===== config.mk =====
export PLATFORM = sky130hd
export DESIGN_NAME = vga_timing_decoder
export DESIGN_NICKNAME = d
export VERILOG_FILES = /design/src/rtl/vga_pkg.sv /design/src/rtl/vga_edge_det.sv /design/src/rtl/vga_timing_decoder.sv
export SDC_FILE = /design/constraint.sdc
export NUM_CORES = 1
export LEC_CHECK = 0
export ABC_AREA = 1
export BUFFER_PORTS_ARGS = -buffer_cell sky130_fd_sc_hd__buf_2
export CELL_PAD_IN_SITES_DETAIL_PLACEMENT = 1
export CELL_PAD_IN_SITES_GLOBAL_PLACEMENT = 2
export CORE_ASPECT_RATIO = 0.8
export CORE_MARGIN = 5
export CORE_UTILIZATION = 34
export CTS_CLUSTER_SIZE = 16
export DETAILED_ROUTE_END_ITERATION = 12
export PLACE_DENSITY_LB_ADDON = 0.25
export REMOVE_ABC_BUFFERS = 1
export SLEW_MARGIN = 25
export SYNTH_ARGS = -nofsm -noshare
export SYNTH_HDL_FRONTEND = slang
export SYNTH_SLANG_ARGS = --single-unit

===== constraint.sdc =====
create_clock -name CLK_25 -period 3.4 [get_ports CLK_25]
set_input_delay 0.17 -clock CLK_25 [delete_from_list [all_inputs] [get_ports CLK_25]]
set_output_delay 0.17 -clock CLK_25 [all_outputs]
set_load 0.02 [all_outputs]

===== src/rtl/vga_pkg.sv =====
// Shared 640x480 timing constants and lock-state encoding for the VGA generator and decoder.
package vga_pkg;
    localparam int VGA_H_TOTAL  = 800;
    localparam int VGA_V_TOTAL  = 525;
    localparam int VGA_H_ACTIVE = 640;
    localparam int VGA_V_ACTIVE = 480;
    localparam int VGA_CW       = 11;

    typedef enum logic [1:0] {
        SEARCH  = 2'd0,
        MEASURE = 2'd1,
        LOCKED  = 2'd2
    } vga_state_t;
endpackage


===== src/rtl/vga_edge_det.sv =====
// Two-flop strobe sampler; rise/fall pulses compare the two stages.
module vga_edge_det (
    input  logic clk,
    input  logic rst_n,
    input  logic i_d,
    output logic o_q1,
    output logic o_q2,
    output logic o_rise,
    output logic o_fall
);
    logic r_s1;
    logic r_s2;

    always_ff @(posedge clk or negedge rst_n) begin
        if (!rst_n) begin
            r_s1 <= 1'b0;
            r_s2 <= 1'b0;
        end else begin
            r_s1 <= i_d;
            r_s2 <= r_s1;
        end
    end

    assign o_q1   = r_s1;
    assign o_q2   = r_s2;
    assign o_rise = r_s1 & ~r_s2;
    assign o_fall = ~r_s1 & r_s2;
endmodule


===== src/rtl/vga_timing_decoder.sv =====
// Recovers pixel position from HS/VS/BLANK strobes, measures line/frame timing and tracks lock.
module vga_timing_decoder
    import vga_pkg::*;
#(
    parameter int H_TOTAL  = VGA_H_TOTAL,
    parameter int V_TOTAL  = VGA_V_TOTAL,
    parameter int H_ACTIVE = VGA_H_ACTIVE,
    parameter int V_ACTIVE = VGA_V_ACTIVE,
    parameter int CW       = VGA_CW
) (
    input  logic          CLK_25,
    input  logic          nRst,
    input  logic          iHS,
    input  logic          iVS,
    input  logic          iBlank,
    output logic          oDE,
    output logic [9:0]    oX,
    output logic [9:0]    oY,
    output logic [CW-1:0] oLineLen,
    output logic [CW-1:0] oLineCount,
    output logic          oLocked,
    output logic          oErr,
    output logic [7:0]    oFrameCount
);
    logic w_hsFall, w_vsFall;
    logic w_deQ1, w_deQ2, w_deRise, w_deFall;
    logic w_unusedHsQ1, w_unusedHsQ2, w_unusedHsRise;
    logic w_unusedVsQ1, w_unusedVsQ2, w_unusedVsRise;

    vga_edge_det u_hs (.clk(CLK_25), .rst_n(nRst), .i_d(iHS), .o_q1(w_unusedHsQ1),
                       .o_q2(w_unusedHsQ2), .o_rise(w_unusedHsRise), .o_fall(w_hsFall));
    vga_edge_det u_vs (.clk(CLK_25), .rst_n(nRst), .i_d(iVS), .o_q1(w_unusedVsQ1),
                       .o_q2(w_unusedVsQ2), .o_rise(w_unusedVsRise), .o_fall(w_vsFall));
    vga_edge_det u_de (.clk(CLK_25), .rst_n(nRst), .i_d(iBlank), .o_q1(w_deQ1),
                       .o_q2(w_deQ2), .o_rise(w_deRise), .o_fall(w_deFall));

    vga_state_t    r_state, w_stateNext;
    logic [CW-1:0] r_hcnt, r_vcnt, r_lineLen, r_lineCount;
    logic [CW-1:0] w_lenMeas, w_vcntNext;
    logic [9:0]    r_x, r_y;
    logic [7:0]    r_frameCount;
    logic          r_lineSeen, r_hbad, r_err;
    logic          w_lineValid, w_lineBad, w_frameGood, w_watchdog, w_err, w_frameInc;

    // A simultaneous HS fall is folded into the line count before the VS fall judges the frame.
    assign w_lenMeas   = r_hcnt + 1'b1;
    assign w_lineValid = w_hsFall & r_lineSeen;
    assign w_lineBad   = w_lineValid & (w_lenMeas != CW'(H_TOTAL));
    assign w_vcntNext  = r_vcnt + {{(CW-1){1'b0}}, w_hsFall};
    assign w_frameGood = (w_vcntNext == CW'(V_TOTAL));
    assign w_watchdog  = (r_hcnt == CW'(2 * H_TOTAL)) & ~w_hsFall;

    always_ff @(posedge CLK_25 or negedge nRst) begin
        if (!nRst) begin
            r_state <= SEARCH;
        end else begin
            r_state <= w_stateNext;
        end
    end

    always_comb begin
        w_stateNext = r_state;
        w_err       = 1'b0;
        w_frameInc  = 1'b0;
        if (w_watchdog) begin
            w_stateNext = SEARCH;
            w_err       = (r_state == LOCKED);
        end else begin
            case (r_state)
                SEARCH: begin
                    if (w_vsFall) w_stateNext = MEASURE;
                end
                MEASURE: begin
                    if (w_vsFall && w_frameGood && !(r_hbad || w_lineBad)) w_stateNext = LOCKED;
                end
                LOCKED: begin
                    if (w_lineBad || (w_vsFall && !w_frameGood)) begin
                        w_err       = 1'b1;
                        w_stateNext = MEASURE;
                    end else if (w_vsFall) begin
                        w_frameInc = 1'b1;
                    end
                end
                default: w_stateNext = SEARCH;
            endcase
        end
    end

    always_ff @(posedge CLK_25 or negedge nRst) begin
        if (!nRst) begin
            r_hcnt       <= '0;
            r_vcnt       <= '0;
            r_lineLen    <= '0;
            r_lineCount  <= '0;
            r_x          <= '0;
            r_y          <= '0;
            r_frameCount <= '0;
            r_lineSeen   <= 1'b0;
            r_hbad       <= 1'b0;
            r_err        <= 1'b0;
        end else begin
            if (w_hsFall)                   r_hcnt <= '0;
            else if (r_hcnt != {CW{1'b1}})  r_hcnt <= r_hcnt + 1'b1;

            if (w_vsFall)                   r_vcnt <= '0;
            else if (w_hsFall)              r_vcnt <= w_vcntNext;

            if (w_watchdog)                 r_lineSeen <= 1'b0;
            else if (w_hsFall)              r_lineSeen <= 1'b1;

            if (w_lineValid)                r_lineLen <= w_lenMeas;
            if (w_vsFall)                   r_lineCount <= w_vcntNext;

            if (w_vsFall)                   r_hbad <= 1'b0;
            else if (w_lineBad)             r_hbad <= 1'b1;

            if (w_deRise)                   r_x <= '0;
            else if (w_deQ1 && r_x != 10'(H_ACTIVE - 1)) r_x <= r_x + 10'd1;

            if (w_vsFall)                   r_y <= '0;
            else if (w_deFall && r_y != 10'(V_ACTIVE - 1)) r_y <= r_y + 10'd1;

            if (w_frameInc)                 r_frameCount <= r_frameCount + 8'd1;
            r_err <= w_err;
        end
    end

    assign oDE         = w_deQ2;
    assign oX          = r_x;
    assign oY          = r_y;
    assign oLineLen    = r_lineLen;
    assign oLineCount  = r_lineCount;
    assign oLocked     = (r_state == LOCKED);
    assign oErr        = r_err;
    assign oFrameCount = r_frameCount;
endmodule


Yosys cells after proc, flatten, opt, wreduce, memory -nomap -nowiden

Index checks and enable logic that the tools add are counted.

Output and inout port bits: 53
Bits in read-only memories: 0
Logic and storage cells: 86
Memories kept: 0
Bits in registers: 83
Input bits: 5
Bits in writable memories: 0
Bits in latches: 0

Multiplexer cells: 24
Reductions and logical operators: 17
Div/mod/pow operators: 0
Shift operators: 0
Bitwise operators: 12
Eq/ne operators: 11
$lt $le $gt $ge: 0
Multipliers: 0
Add/subtract/negate cells: 5

Operators with widths:

| operator                                                 | count |
|---|---|
| 2-to-1 mux 11 bit                                        | 4 |
| 2-to-1 mux 10 bit                                        | 4 |
| adder 10 x 1 -> 10 bit (second input constant)           | 2 |
| nonzero test 2 bit                                       | 6 |
| adder 11 x 1 -> 11 bit                                   | 1 |
| adder 11 x 1 -> 11 bit (second input constant)           | 1 |
| == test 11 x 10 -> 1 bit (second input constant)         | 1 |
| == test 11 bit (second input constant)                   | 1 |
| 2-to-1 mux 1 bit                                         | 11 |
| inequality test 11 x 10 -> 1 bit (second input constant) | 1 |
| inequality test 11 bit (second input constant)           | 1 |
| inequality test 10 bit (second input constant)           | 1 |
| inequality test 10 x 9 -> 1 bit (second input constant)  | 1 |
| adder 8 x 1 -> 8 bit (second input constant)             | 1 |
| 2-to-1 mux 2 bit                                         | 4 |
| AND 1 bit                                                | 7 |
| inequality test 3 bit (second input constant)            | 2 |
| one-hot mux 2 bit (3 select lines)                       | 1 |
| logical AND 1 bit                                        | 5 |
| NOT 1 bit                                                | 5 |
| inequality test 3 x 1 -> 1 bit (second input constant)   | 1 |
| AND reduction 3 bit                                      | 1 |
| == test 2 x 1 -> 1 bit (second input constant)           | 1 |
| == test 2 bit (second input constant)                    | 1 |
| 3 further kinds                                          | 5 |

Depth between registers and ports, before layout

Gate-level depths: netlist of run 1.

Word-level depth: 10
Mapped depth: 19
Depth with buffers taken out: 18

Cells and area by module

Synthesis of run 1 repeated with hierarchy kept, for this count alone.

Cell total of the unflattened synthesis: 547
Area total of the unflattened synthesis: 4335.4 um^2

Modules (own cells, without submodules):

| module             | cells each | seq. area each (um^2) | area an instance (um^2) | times used |
|---|---|---|---|---|
| vga_timing_decoder | 529        | 1926.8                | 4140.2                  | 1 |
| vga_edge_det       | 6          | 50.0                  | 65.1                    | 3 |

Worst setup path after synthesis of run 1

No wires, ideal clock.

Kind: register -> register
From: register u_hs.r_s1 (netlist: u_hs.o_q1)
To: register r_frameCount[2] (netlist: oFrameCount[2])
Stages on the path, launching flop included: 14
Path buffers: 1
Required time: 3.278 ns
Setup slack: 0.973 ns
Arrival time: 2.305 ns
Clock period less this slack: 2.427 ns
Library setup time: 0.122 ns
Path through: dfrtp_1 nor2_1 clkbuf_1 ha_1 ha_1 nand2_1 nor2_4 nand3_1 nand2_2 nand3_2 nor2_4 nand4_4 o21bai_1 nand2_1

Word-level cells in the longest chain between the ends: 10
Elaborated cells on any way between the ends: 14
Classes of those cells: add/sub (1); eq/ne (1); mux (3); bitwise (6); reduce/logical (3)

RTL lines:

| what                     | RTL line                  | RTL |
|---|---|---|
| start, declared          | vga_edge_det.sv:11        | `logic r_s1;` |
| start signal, assigned   | vga_edge_det.sv:19        | `r_s1 <= i_d;` |
| NOT 1 bit *              | vga_edge_det.sv:27        | `assign o_fall = ~r_s1 & r_s2;` |
| AND 1 bit *              | vga_edge_det.sv:27        |  |
| adder 11 x 1 -> 11 bit   | vga_timing_decoder.sv:49  | `assign w_vcntNext = r_vcnt + {{(CW-1){1'b0}}, w_hsFall};` |
| == test 11 x 10 -> 1 bit | vga_timing_decoder.sv:50  | `assign w_frameGood = (w_vcntNext == CW'(V_TOTAL));` |
| zero test 1 bit          | vga_timing_decoder.sv:77  | `if (w_lineBad \|\| (w_vsFall && !w_frameGood)) begin` |
| logical AND 1 bit        | vga_timing_decoder.sv:77  |  |
| logical OR 1 bit         | vga_timing_decoder.sv:77  |  |
| 2-to-1 mux 1 bit         | vga_timing_decoder.sv:77  |  |
| 2-to-1 mux 1 bit         | vga_timing_decoder.sv:69  | `case (r_state)` |
| 2-to-1 mux 1 bit *       | vga_timing_decoder.sv:65  | `if (w_watchdog) begin` |
| end signal, assigned     | vga_timing_decoder.sv:123 | `if (w_frameInc) r_frameCount <= r_frameCount + 8'd1;` |
| end, declared            | vga_timing_decoder.sv:41  | `logic [7:0] r_frameCount;` |

Mark *: on every way between the ends. The rest lies on a longest branch, timed or not.
A chain may end at the register's enable or synchronous reset.

Final worst setup path of run 1

From: register u_hs.r_s1 (netlist: u_hs.o_q1)
To: register r_frameCount[0] (netlist: oFrameCount[0])

The elaborated chain is that of the path after synthesis.

==> run_results.csv, run 1 <==
group,metric,value,unit
placement,place_hpwl,8096,um
worst_setup_path,slowest_stage,"dfrtp_1",
routing,drc,0,
power_and_ir_drop,power_density,479.9,nW/um2
placement,dp.cells,749,
worst_hold_path,hp-class,"reg -> reg",
sta,worst_pin_slew,0.6508,ns
logic_synthesis,synth_area,4248,um2
die,die-area,14840,um2
logic_synthesis,synth_edf_count,0,
worst_setup_path,path_max_fanout,12,
power_and_ir_drop,p_leak,2.529,nW
sta,fin_crit,2.596,ns
clock_network,htree_levels,3,
logic_synthesis,async_flop_share,100.0,%
logic_synthesis,synthFlopType,"dfrtp_1",
logic_synthesis,ys_seq_area_share,48.90,%
clock_network,cts.clk_slew.worst_paths,0.06,ns
die,rows,36,
clock_network,root_buffer,"clkbuf_16",
sta,fin_skew,0.004743,ns
sta,maxSlewViolCount,0,
die,initial_core_util,34.80,%
sta,hold_viol,0,
sta,setup_viol,0,
logic_synthesis,synth.most_common_cell,"nand2_1",
sta,fmax,385.2,MHz
sta,fin_crit_sh,76.35,%
worst_setup_path,arrival,2.83,ns
routing,drt_iter0_markers,113,
worst_setup_path,crit_path_end_kind,"flip-flop",
logic_synthesis,post_synth_inst_count,525,
clock_network,cts_buffers,9,
clock_network,cts_setup_buffers,0,
die,die_y,110.0,um
logic_synthesis,synth_cell_types,38,
worst_setup_path,path_cells,"nor2_1 > buf_4 > ha_1 > ha_1 > nand2_1 > nor2_4 > nand2_1 > nand2_1 > nand2_1 > nor2_1 > nand3_1 > nand2_2 > nand3_4 > inv_2 > nand2_1 > nand2_1 > nand2_1",
final_layout,fin_nets,605,
global_route,grtUsageTotal,16.21,%
worst_setup_path,startpoint_type,"flip-flop",
final_layout,drive_gt1_share,17.56,%
sta,worst_hold_slack,0.3784,ns
power_and_ir_drop,peakVddDrop,0.0002522,V
clock_network,clk-insertion-delay-late,0.35,ns
placement,io_buffer_count,57,
global_route,grt_max_degree,71,
clock_network,numClockSinks,83,
worst_setup_path,crit_top_cell,"nand2_1",
clock_network,clockBufferDepth,2,
logic_synthesis,postSynthAreaPerCell,8.091,um2
die,core,12210,um2
power_and_ir_drop,p_total,2.456,mW
routing,drt-pass1-iter-count,4,
global_route,grt_pass1_wl,19050,um
logic_synthesis,yosys_register_bits,83,
worst_setup_path,path_buf_inv,2,
routing,routedWlPerCell,14.19,um
die,die_x,135.0,um
sta,tns,0,ns
placement,gp_congestion,0.8307,
die,ios,58,
job,cap_viol_max_count,0,
logic_synthesis,yosysWarningCount,0,
logic_synthesis,yosys.area.top_type_share,48.90,%
logic_synthesis,synth_top_area_cell,"dfrtp_1",
worst_setup_path,path_delay_family,"simple AND/OR/NAND/NOR gates",
sta,maxSlewHeadroom,56.61,%
routing,avgViaCountPerCell,4.770,
worst_setup_path,required,3.64,ns
routing,drt_wl_total,10910,um
worst_setup_path,crit_path_max_incr_delay,0.37,ns
final_layout,post-route-util,41.92,%
clock_network,cts_tree,"built",
run_status,status,"complete, no violations",
final_layout,stdcell_count,769,
routing,detail-route-antenna-nets,0,
final_layout,area_delta_synth_final,20.47,%
global_route,grt_pass1_vias,3945,
worst_setup_path,path_class,"reg -> reg",
logic_synthesis,synthTopCellsByArea,"dfrtp_1 49%, nand2_1 12%, inv_1 6.5%, o21ai_0 5.3%, nand3_1 3.8%",
logic_synthesis,yosys-top-cells-count,"136 x nand2_1, 83 x dfrtp_1, 74 x inv_1, 45 x o21ai_0, 40 x nor2_1",
global_route,overflow,0,
routing,num_vias,3668,
clock_network,cts_resized,0,
final_layout,n_antenna_cell,0,
global_route,antenna_found_initial,0,
final_layout,nFillCells,1496,
sta,grt_setup_unrepaired,"false",
metrics by stage:
step | instance area (um2) | worst slack [ns]
floorplan | 4214 | 0.9578
global placement | 4746 | 0.9085
detailed placement | 4746 | 0.8047
CTS | 5114 | 0.7790
global route | 5117 | 0.4671
finish | 5117 | 0.8042
registers in the layout, indices dropped and copies added (netlist names), 2 cells and up:
register / cells
r_hcnt: 11
oX: 10
oLineLen: 11
oY: 10
r_state: 2
oFrameCount: 8
oLineCount: 11
r_vcnt: 11
cell families (layout without fill, tap and decap cells):
family / count (synthesis) / count (layout) / synth area share (%)
adder cells (fa/ha/maj): 7 / 7 / 2.062
XOR/XNOR: 9 / 9 / 1.856
AND/OR/NAND/NOR: 257 / 257 / 28.60
flip-flops: 83 / 83 / 48.90
AO/OA/AOI/OAI: 83 / 83 / 10.90
buffers and inverters: 86 / 159 / 7.688
power by group:
part / switching, mW / total, mW / internal (mW) / leakage, nW
Clock: 0.399 / 1.08 / 0.679 / 0.165
Sequential: 0.0518 / 1.10 / 1.05 / 1.12
Combinational: 0.189 / 0.279 / 0.0901 / 1.25
layout make-up:
class | count | area, um2 | area share (%)
well taps | 171 | 214.0 | 4.181
inverters | 78 | 292.8 | 5.721
clock buffers | 11 | 252.7 | 4.939
repair buffers | 65 | 361.6 | 7.066
flip-flops and latches | 83 | 2077 | 40.59
multi-input cells | 356 | 1844 | 36.04
clock inverters | 5 | 75.07 | 1.467
cell usage in the layout, fill, tap and decap left out, types with 2 or more instances in the layout:
cell type / netlist / routed
nand2_1: 136 / 136
dfrtp_1: 83 / 83
inv_1: 74 / 74
buf_2: 0 / 56
o21ai_0: 45 / 45
nor2_1: 40 / 40
nand3_1: 32 / 32
a21oi_1: 13 / 13
o22ai_1: 10 / 10
nand4_1: 9 / 9
nor3_1: 9 / 9
clkbuf_16: 0 / 9
xor2_1: 8 / 8
nand2_2: 7 / 7
o21bai_1: 7 / 7
ha_1: 7 / 7
nand3_2: 5 / 5
nor2_2: 4 / 4
a211oi_1: 4 / 4
dlygate4sd3_1: 0 / 4
buf_4: 0 / 4
nor2_4: 3 / 3
clkinv_2: 0 / 3
clkinv_1: 2 / 2
inv_2: 2 / 2
nand3_4: 2 / 2
bufinv_16: 0 / 2
clkbuf_8: 0 / 2
path summary, 6_finish.rpt:
kind	startpoint	endpoint	slack, ns	cells past startpoint
setup / recovery	u_hs.o_q1$_DFF_PN0_	oFrameCount[0]$_DFFE_PN0P_	0.80	17
hold / removal	u_hs.o_q1$_DFF_PN0_	u_hs.o_q2$_DFF_PN0_	0.38	0
setup reg to reg	u_hs.o_q1$_DFF_PN0_	oFrameCount[0]$_DFFE_PN0P_	0.80	17
hold reg to reg	u_hs.o_q1$_DFF_PN0_	u_hs.o_q2$_DFF_PN0_	0.38	0
max in group asynchronous	nRst	u_de.o_q2$_DFF_PN0_	2.34	3
min in group asynchronous	nRst	oLineLen[5]$_DFFE_PN0P_	0.40	2
layer usage:
| layer | track usage, % | vias up | share of wire [%] |
|---|---|---|---|
| met5 | 0 | - | 0 |
| met4 | 4.029 | 0 | 1.3 |
| met3 | 5.309 | 13 | 4.7 |
| met2 | 27.30 | 51 | 46 |
| met1 | 20.39 | 1770 | 48 |
| li1 | - | 1834 | - |
repair_timing:
item	4_1_cts	5_1_grt
hold endpoints to repair	46	0
endpoints found under the setup margin	0	0
hold buffers	4	0
worst reg2reg max path, stage by stage (launching register included):
cell	delay [ns]
dfrtp_1	0.37
nor2_1	0.10
buf_4	0.19
ha_1	0.21
ha_1	0.29
nand2_1	0.16
nor2_4	0.21
nand2_1	0.08
nand2_1	0.11
nand2_1	0.06
nor2_1	0.11
nand3_1	0.12
nand2_2	0.12
nand3_4	0.10
inv_2	0.08
nand2_1	0.06
nand2_1	0.06
nand2_1	0.05
Note: power is estimated with default switching activity, not from simulation.
==> inputs of run 2 (changes only) <==
--- a/config.mk
+++ b/config.mk
@@ -5,13 +5,13 @@
 export SDC_FILE = /design/constraint.sdc
 export NUM_CORES = 1
 export LEC_CHECK = 0
-export ABC_AREA = 1
+export ABC_AREA = 0
 export BUFFER_PORTS_ARGS = -buffer_cell sky130_fd_sc_hd__buf_2
 export CELL_PAD_IN_SITES_DETAIL_PLACEMENT = 1
 export CELL_PAD_IN_SITES_GLOBAL_PLACEMENT = 2
 export CORE_ASPECT_RATIO = 0.8
 export CORE_MARGIN = 5
-export CORE_UTILIZATION = 34
+export CORE_UTILIZATION = 36
 export CTS_CLUSTER_SIZE = 16
 export DETAILED_ROUTE_END_ITERATION = 12
 export PLACE_DENSITY_LB_ADDON = 0.25
==> constraint.sdc (replaced) <==
create_clock -name CLK_25 -period 2.5 [get_ports CLK_25]
set_input_delay 0.125 -clock CLK_25 [delete_from_list [all_inputs] [get_ports CLK_25]]
set_output_delay 0.125 -clock CLK_25 [all_outputs]
set_load 0.02 [all_outputs]
==> run 2 against run 1 <==
Against the previous run: critical endpoint is now oFrameCount[2]$_DFFE_PN0P_; core utilization increased by 3.9 points; the flow now finishes with violations (setup timing); clock power increased by 11%; maximum frequency decreased by 1.6%; routed wire length decreased by 9.3%; critical path type unchanged; clock skew about the same; register-to-register slack got worse by 0.94 ns; sequential share of layout area increased by 0.68 points; power increased by 32%; synthesized area decreased by 4.3%; flip-flop and latch count unchanged; via count decreased by 12%; global-route usage decreased by 0.86 points.
==> run_results.csv, run 2 <==
group,metric,value,unit
worst_setup_path,arrival,2.88,ns
routing,num_vias,3245,
clock_network,clk-insertion-delay-late,0.33,ns
worst_setup_path,r2r_setup_slack,-0.14,ns
final_layout,stdcell_count,635,
logic_synthesis,postSynthAreaPerCell,9.870,um2
run_status,status,"complete, but fails checks",
final_layout,most-common-layout-cells,"83 x dfrtp_1, 56 x buf_2, 48 x nor2_1, 46 x nand2_1, 35 x xor2_1",
routing,drt-pass1-iter-count,4,
logic_synthesis,synth_area,4066,um2
placement,place_hpwl,6989,um
final_layout,n_antenna_cell,0,
logic_synthesis,synth_top_area_cell,"dfrtp_1",
power_and_ir_drop,p_total,3.249,mW
die,die_x,128.8,um
placement,dp.cells,611,
clock_network,numClockSinks,83,
sta,worst_pin_slew,0.8132,ns
routing,drt_iter0_markers,147,
clock_network,cts_tree,"built",
die,die-area,13530,um2
worst_setup_path,required,2.75,ns
logic_synthesis,synthFlopType,"dfrtp_1",
logic_synthesis,ys_seq_area_share,51.08,%
power_and_ir_drop,peakVddDrop,0.0003765,V
global_route,grt_pass1_wl,17040,um
run_status,violations,"setup timing",
final_layout,area_delta_synth_final,23.78,%
worst_setup_path,crit_path_end_kind,"flip-flop",
clock_network,cts.clk_slew.worst_paths,0.06,ns
die,die_y,105.1,um
sta,worst_hold_slack,0.3036,ns
final_layout,drive_gt1_share,24.85,%
logic_synthesis,post_synth_inst_count,412,
power_and_ir_drop,power_density,645.4,nW/um2
logic_synthesis,synth_edf_count,0,
sta,fmax,379.2,MHz
logic_synthesis,yosysWarningCount,0,
worst_setup_path,reg2reg_to,"oFrameCount[2]$_DFFE_PN0P_",
global_route,grt_max_degree,49,
logic_synthesis,yosys_register_bits,83,
global_route,grt_pass1_vias,3498,
sta,hold_viol,0,
logic_synthesis,yosys.area.top_type_share,51.08,%
sta,maxSlewViolCount,0,
clock_network,root_buffer,"clkbuf_16",
sta,tns,-0.7748,ns
job,cap_viol_max_count,0,
global_route,overflow,0,
sta,fin_ws,-0.1370,ns
die,rows,34,
clock_network,cts_buffers,9,
worst_setup_path,path_class,"reg -> reg",
routing,detail-route-antenna-nets,0,
power_and_ir_drop,p_leak,2.376,nW
final_layout,final_common_cell,"dfrtp_1",
sta,fin_skew,0.004285,ns
sta,maxSlewHeadroom,45.79,%
worst_setup_path,startpoint_type,"flip-flop",
die,ios,58,
sta,grt_setup_unrepaired,"true",
logic_synthesis,synth.most_common_cell,"dfrtp_1",
routing,drt_wl_total,9900,um
final_layout,fin_nets,499,
worst_setup_path,path_max_fanout,6,
die,core,10980,um2
global_route,antenna_found_initial,0,
worst_setup_path,crit_path_start,"u_hs.o_q1$_DFF_PN0_",
routing,drc,0,
worst_setup_path,critPathCapture,"oFrameCount[2]$_DFFE_PN0P_",
logic_synthesis,async_flop_share,100.0,%
die,initial_core_util,37.05,%
clock_network,clockBufferDepth,2,
logic_synthesis,yosys-top-cells-count,"83 x dfrtp_1, 48 x nor2_1, 46 x nand2_1, 35 x xor2_1, 23 x o21ai_0",
routing,routedWlPerCell,15.59,um
sta,setup_viol,8,
placement,io_buffer_count,57,
logic_synthesis,synthTopCellsByArea,"dfrtp_1 51%, xor2_1 7.5%, nor2_1 4.4%, nand2_1 4.2%, xnor2_1 3.2%",
worst_setup_path,timing.rr.start,"u_hs.o_q1$_DFF_PN0_",
sta,fin_crit_sh,105.5,%
routing,avgViaCountPerCell,5.110,
placement,gp_congestion,0.7940,
logic_synthesis,synth_cell_types,51,
worst_hold_path,hp-class,"in -> async",
global_route,grtUsageTotal,15.35,%
clock_network,htree_levels,3,
sta,fin_crit,2.637,ns
worst_setup_path,reg2reg_depth,12,
-- run 2: changes by cell type in the layout (fill, tap and decap cells not counted), moves of 7 or more --
| cell | previous run | this run |
|---|---|---|
| nand3_1 | 32 | 20 |
| inv_1 | 74 | 9 |
| nor2_1 | 40 | 48 |
| xor2_1 | 8 | 35 |
| nand2_2 | 7 | 0 |
| buf_4 | 4 | 24 |
| o22ai_1 | 10 | 2 |
| nand2_1 | 136 | 46 |
| nand4_1 | 9 | 17 |
| xnor2_1 | 1 | 15 |
| o21bai_1 | 7 | 0 |
| o21ai_0 | 45 | 23 |
-- run 2: how the worst min path moves through the flow --
stage | start | to | slack, ns | depth (start not counted)
finish | nRst | oX[9]$_DFFE_PN0P_ | 0.30 | 2
global route | nRst | oErr$_DFF_PN0_ | 0.35 | 2
CTS | nRst | oX[9]$_DFFE_PN0P_ | 0.31 | 2
detailed placement | nRst | oX[9]$_DFFE_PN0P_ | 0.13 | 1
global placement | nRst | oX[9]$_DFFE_PN0P_ | 0.13 | 1
floorplan | nRst | oErr$_DFF_PN0_ | -0.17 | 0
-- run 2: through the flow --
stage	instance area, um2	util, %	worst slack, ns
after floorplan	3968	-	-0.9339
after global placement	4601	41.92	-0.2047
after detailed placement	4601	41.92	-0.3470
after CTS	5004	45.59	-0.2671
after global routing	5034	45.86	-0.2573
final	5034	45.86	-0.1370
-- run 2: area by class of cell --
class | instances | area (um2)
clock buffers | 12 | 246.5
clock inverters | 3 | 15.01
fillers | 1273 | 5942
inverters | 10 | 40.04
multi-input cells | 297 | 1939
flip-flops and latches | 83 | 2077
well taps | 144 | 180.2
repair buffers | 86 | 535.5
-- run 2: logic make-up (layout without fill, tap and decap cells) --
logic type,after synthesis,count (layout),share of synthesized area (%)
simple gates,177,177,22.74
flops,83,83,51.08
compound gates,57,57,8.308
xor+xnor,50,50,10.77
buf+inv,32,111,3.354
fa+ha+maj,7,7,2.154
mux,6,6,1.600
-- run 2: report_power, final --
part	internal [mW]	switching [mW]	total (mW)	leakage (nW)
Clock	0.690	0.506	1.20	0.132
Sequential	1.44	0.107	1.55	1.11
Combinational	0.208	0.299	0.507	1.13
Total	2.34	0.912	3.25	2.38
-- run 2: worst max-delay path, stage by stage (launching register included) --
cell       delay, ns
dfrtp_1         0.38
nand2b_4        0.16
inv_4           0.06
ha_4            0.13
ha_4            0.19
or4b_4          0.49
nor4_4          0.16
buf_4           0.16
nand3_2         0.06
nand4bb_4       0.22
buf_8           0.18
nor3b_4         0.17
xor2_1          0.19
-- run 2: layer usage --
layer	share of wire [%]	track usage [%]
met1	47	20.26
met2	47	24.89
met3	4.8	4.080
met4	1.3	4.273
met5	0	0
-- run 2: what timing repair did --
item,CTS,global route
resized for setup,12,3
endpoints found under the hold margin,38,0
pin swaps,7,6
hold buffers,4,0
setup endpoints to repair,9,11
setup buffers,3,2
==> inputs of run 3 (changes only) <==
==> constraint.sdc (replaced) <==
create_clock -name CLK_25 -period 2.5 [get_ports CLK_25]
set_input_delay 0 -clock CLK_25 [delete_from_list [all_inputs] [get_ports CLK_25]]
set_output_delay 0 -clock CLK_25 [all_outputs]
set_load 0.02 [all_outputs]
==> run 3 against run 2 <==
Against the previous run: the flow still finishes with violations (setup timing); core utilization rose by 0.33 points; sequential power hardly changed; worst setup slack better by 0.00067 ns; global-route usage is 0.14 points higher; maximum frequency is essentially flat; largest cell class unchanged; largest power group unchanged; highest routed layer unchanged.
==> run_results.csv, run 3 (same netlist as run 2, synthesis figures left out) <==
group,metric,value,unit
worst_setup_path,slowest_stage,"or4b_4",
sta,maxSlewHeadroom,48.27,%
routing,drt_iter0_markers,103,
sta,tns,-0.8118,ns
run_status,violations,"setup timing",
placement,io_buffer_count,57,
worst_setup_path,crit_path_max_incr_delay,0.52,ns
sta,grt_setup_unrepaired,"true",
routing,drt-pass1-iter-count,4,
clock_network,cts_tree,"built",
final_layout,post-route-util,46.19,%
sta,maxSlewViolCount,0,
final_layout,stdcell_count,633,
clock_network,numClockSinks,83,
routing,num_vias,3224,
worst_setup_path,path_class,"reg -> reg",
job,cap_viol_max_count,0,
global_route,grt_max_degree,84,
worst_setup_path,path_delay_family,"simple AND/OR/NAND/NOR gates",
power_and_ir_drop,sw_frac_of_total,27.71,%
global_route,overflow,0,
placement,place_hpwl,6773,um
sta,worst_pin_slew,0.7759,ns
global_route,antenna_found_initial,0,
worst_setup_path,path_buf_inv,3,
routing,met1_length,4749,um
sta,fin_ws,-0.1364,ns
die,die-area,13530,um2
global_route,grt_pass1_vias,3371,
power_and_ir_drop,peakVddDrop,0.0003213,V
routing,avgViaCountPerCell,5.093,
clock_network,cts_buffers,9,
final_layout,area_delta_synth_final,24.68,%
final_layout,final_common_cell,"dfrtp_1",
routing,wl_met2,4576,um
clock_network,cts.clk_slew.worst_paths,0.06,ns
routing,drt_wl_total,9878,um
clock_network,clockBufferDepth,2,
die,die_x,128.8,um
placement,dp.cells,610,
worst_setup_path,path_cells,"nand2b_4 > inv_4 > ha_4 > ha_4 > or4b_4 > nor4_4 > buf_4 > nand3_2 > nand4bb_4 > buf_12 > nor3_4 > xor2_1",
sta,hold_viol,0,
power_and_ir_drop,p_comb_share,15.3,%
routing,wl_met3,464,um
worst_setup_path,startpoint_type,"flip-flop",
power_and_ir_drop,power_density,658.1,nW/um2
final_layout,n_antenna_cell,0,
final_layout,fin_nets,497,
placement,gp_congestion,0.7833,
power_and_ir_drop,p_int,2.412,mW
worst_setup_path,arrival,2.88,ns
worst_setup_path,required,2.75,ns
sta,setup_viol,9,
die,core,10980,um2
final_layout,drive_gt1_share,24.54,%
power_and_ir_drop,power_frac_seq,46.3,%
worst_setup_path,crit_top_cell,"ha_4",
sta,worst_hold_slack,0.2799,ns
clock_network,clk-insertion-delay-late,0.33,ns
final_layout,most-common-layout-cells,"83 x dfrtp_1, 56 x buf_2, 48 x nor2_1, 46 x nand2_1, 35 x xor2_1",
sta,fin_skew,0.002810,ns
final_layout,final_cell_area,5070,um2
clock_network,htree_levels,3,
die,ios,58,
power_and_ir_drop,clockPowerShare,38.4,%
die,rows,34,
routing,routed.top_layer,"met4",
power_and_ir_drop,power.switching,924.5,uW
global_route,grtUsageTotal,15.49,%
die,die_y,105.1,um
routing,routedWlPerCell,15.61,um
placement,placed_area,4584,um2
worst_hold_path,hp-class,"in -> async",
die,initial_core_util,37.05,%
routing,detail-route-antenna-nets,0,
sta,fmax,379.3,MHz
run_status,status,"complete, but fails checks",
power_and_ir_drop,p_leak,2.390,nW
sta,fin_crit,2.636,ns
routing,drc,0,
clock_network,root_buffer,"clkbuf_16",
global_route,grt_pass1_wl,17190,um
worst_setup_path,crit_path_end_kind,"flip-flop",
sta,fin_crit_sh,105.5,%
worst_setup_path,path_max_fanout,6,
run 3: final timing paths:
check	start	to	slack, ns	cells past startpoint
worst max register to register	u_hs.o_q1$_DFF_PN0_	oFrameCount[5]$_DFFE_PN0P_	-0.14	12
worst max-delay path	u_hs.o_q1$_DFF_PN0_	oFrameCount[5]$_DFFE_PN0P_	-0.14	12
worst min-delay path	nRst	oX[5]$_DFFE_PN0P_	0.28	2
min in group CLK_25	iHS	u_hs.o_q1$_DFF_PN0_	0.31	2
max in group asynchronous	nRst	oLineLen[2]$_DFFE_PN0P_	1.67	2
worst min register to register	u_hs.o_q1$_DFF_PN0_	u_hs.o_q2$_DFF_PN0_	0.39	0
run 3: routing by layer:
layer,up-vias,track usage [%]
li1,1552,-
met1,1602,21.25
met2,62,24.52
met3,8,4.437
met4,0,3.148
met5,-,0
run 3: repair_timing:
action,4_1_cts,5_1_grt
setup buffers,2,2
hold endpoints to repair,86,0
pin swaps,11,8
resized for setup,16,6
hold buffers,4,0
endpoints found under the setup margin,8,11
run 3: power by group through the flow:
| stage | sequential [mW] | clock (mW) | combinational, mW |
|---|---|---|---|
| 4_1_cts | 1.54 | 1.32 | 0.515 |
| 3_5_place_dp | 1.56 | 0 | 0.486 |
| 2_1_floorplan | 1.64 | 0 | 0.195 |
| 5_1_grt | 1.56 | 1.38 | 0.573 |
| 6_report | 1.54 | 1.28 | 0.510 |
| 3_3_place_gp | 1.56 | 0 | 0.475 |
run 3: area by class of cell:
class,count,area (um2)
clock buffers,12,236.5
clock inverters,3,40.04
fillers,1269,5906
inverters,10,40.04
multi-input cells,297,1979
flip-flops and latches,83,2077
well taps,144,180.2
repair buffers,84,516.7
run 3: metrics by stage:
| stage | setup slack [ns] | power, mW |
|---|---|---|
| final | -0.1364 | 3.336 |
| after global routing | -0.2533 | 3.511 |
| after CTS | -0.1861 | 3.375 |
| after detailed placement | -0.3262 | 2.050 |
| after global placement | -0.2033 | 2.037 |
| after floorplan | -0.9339 | 1.833 |
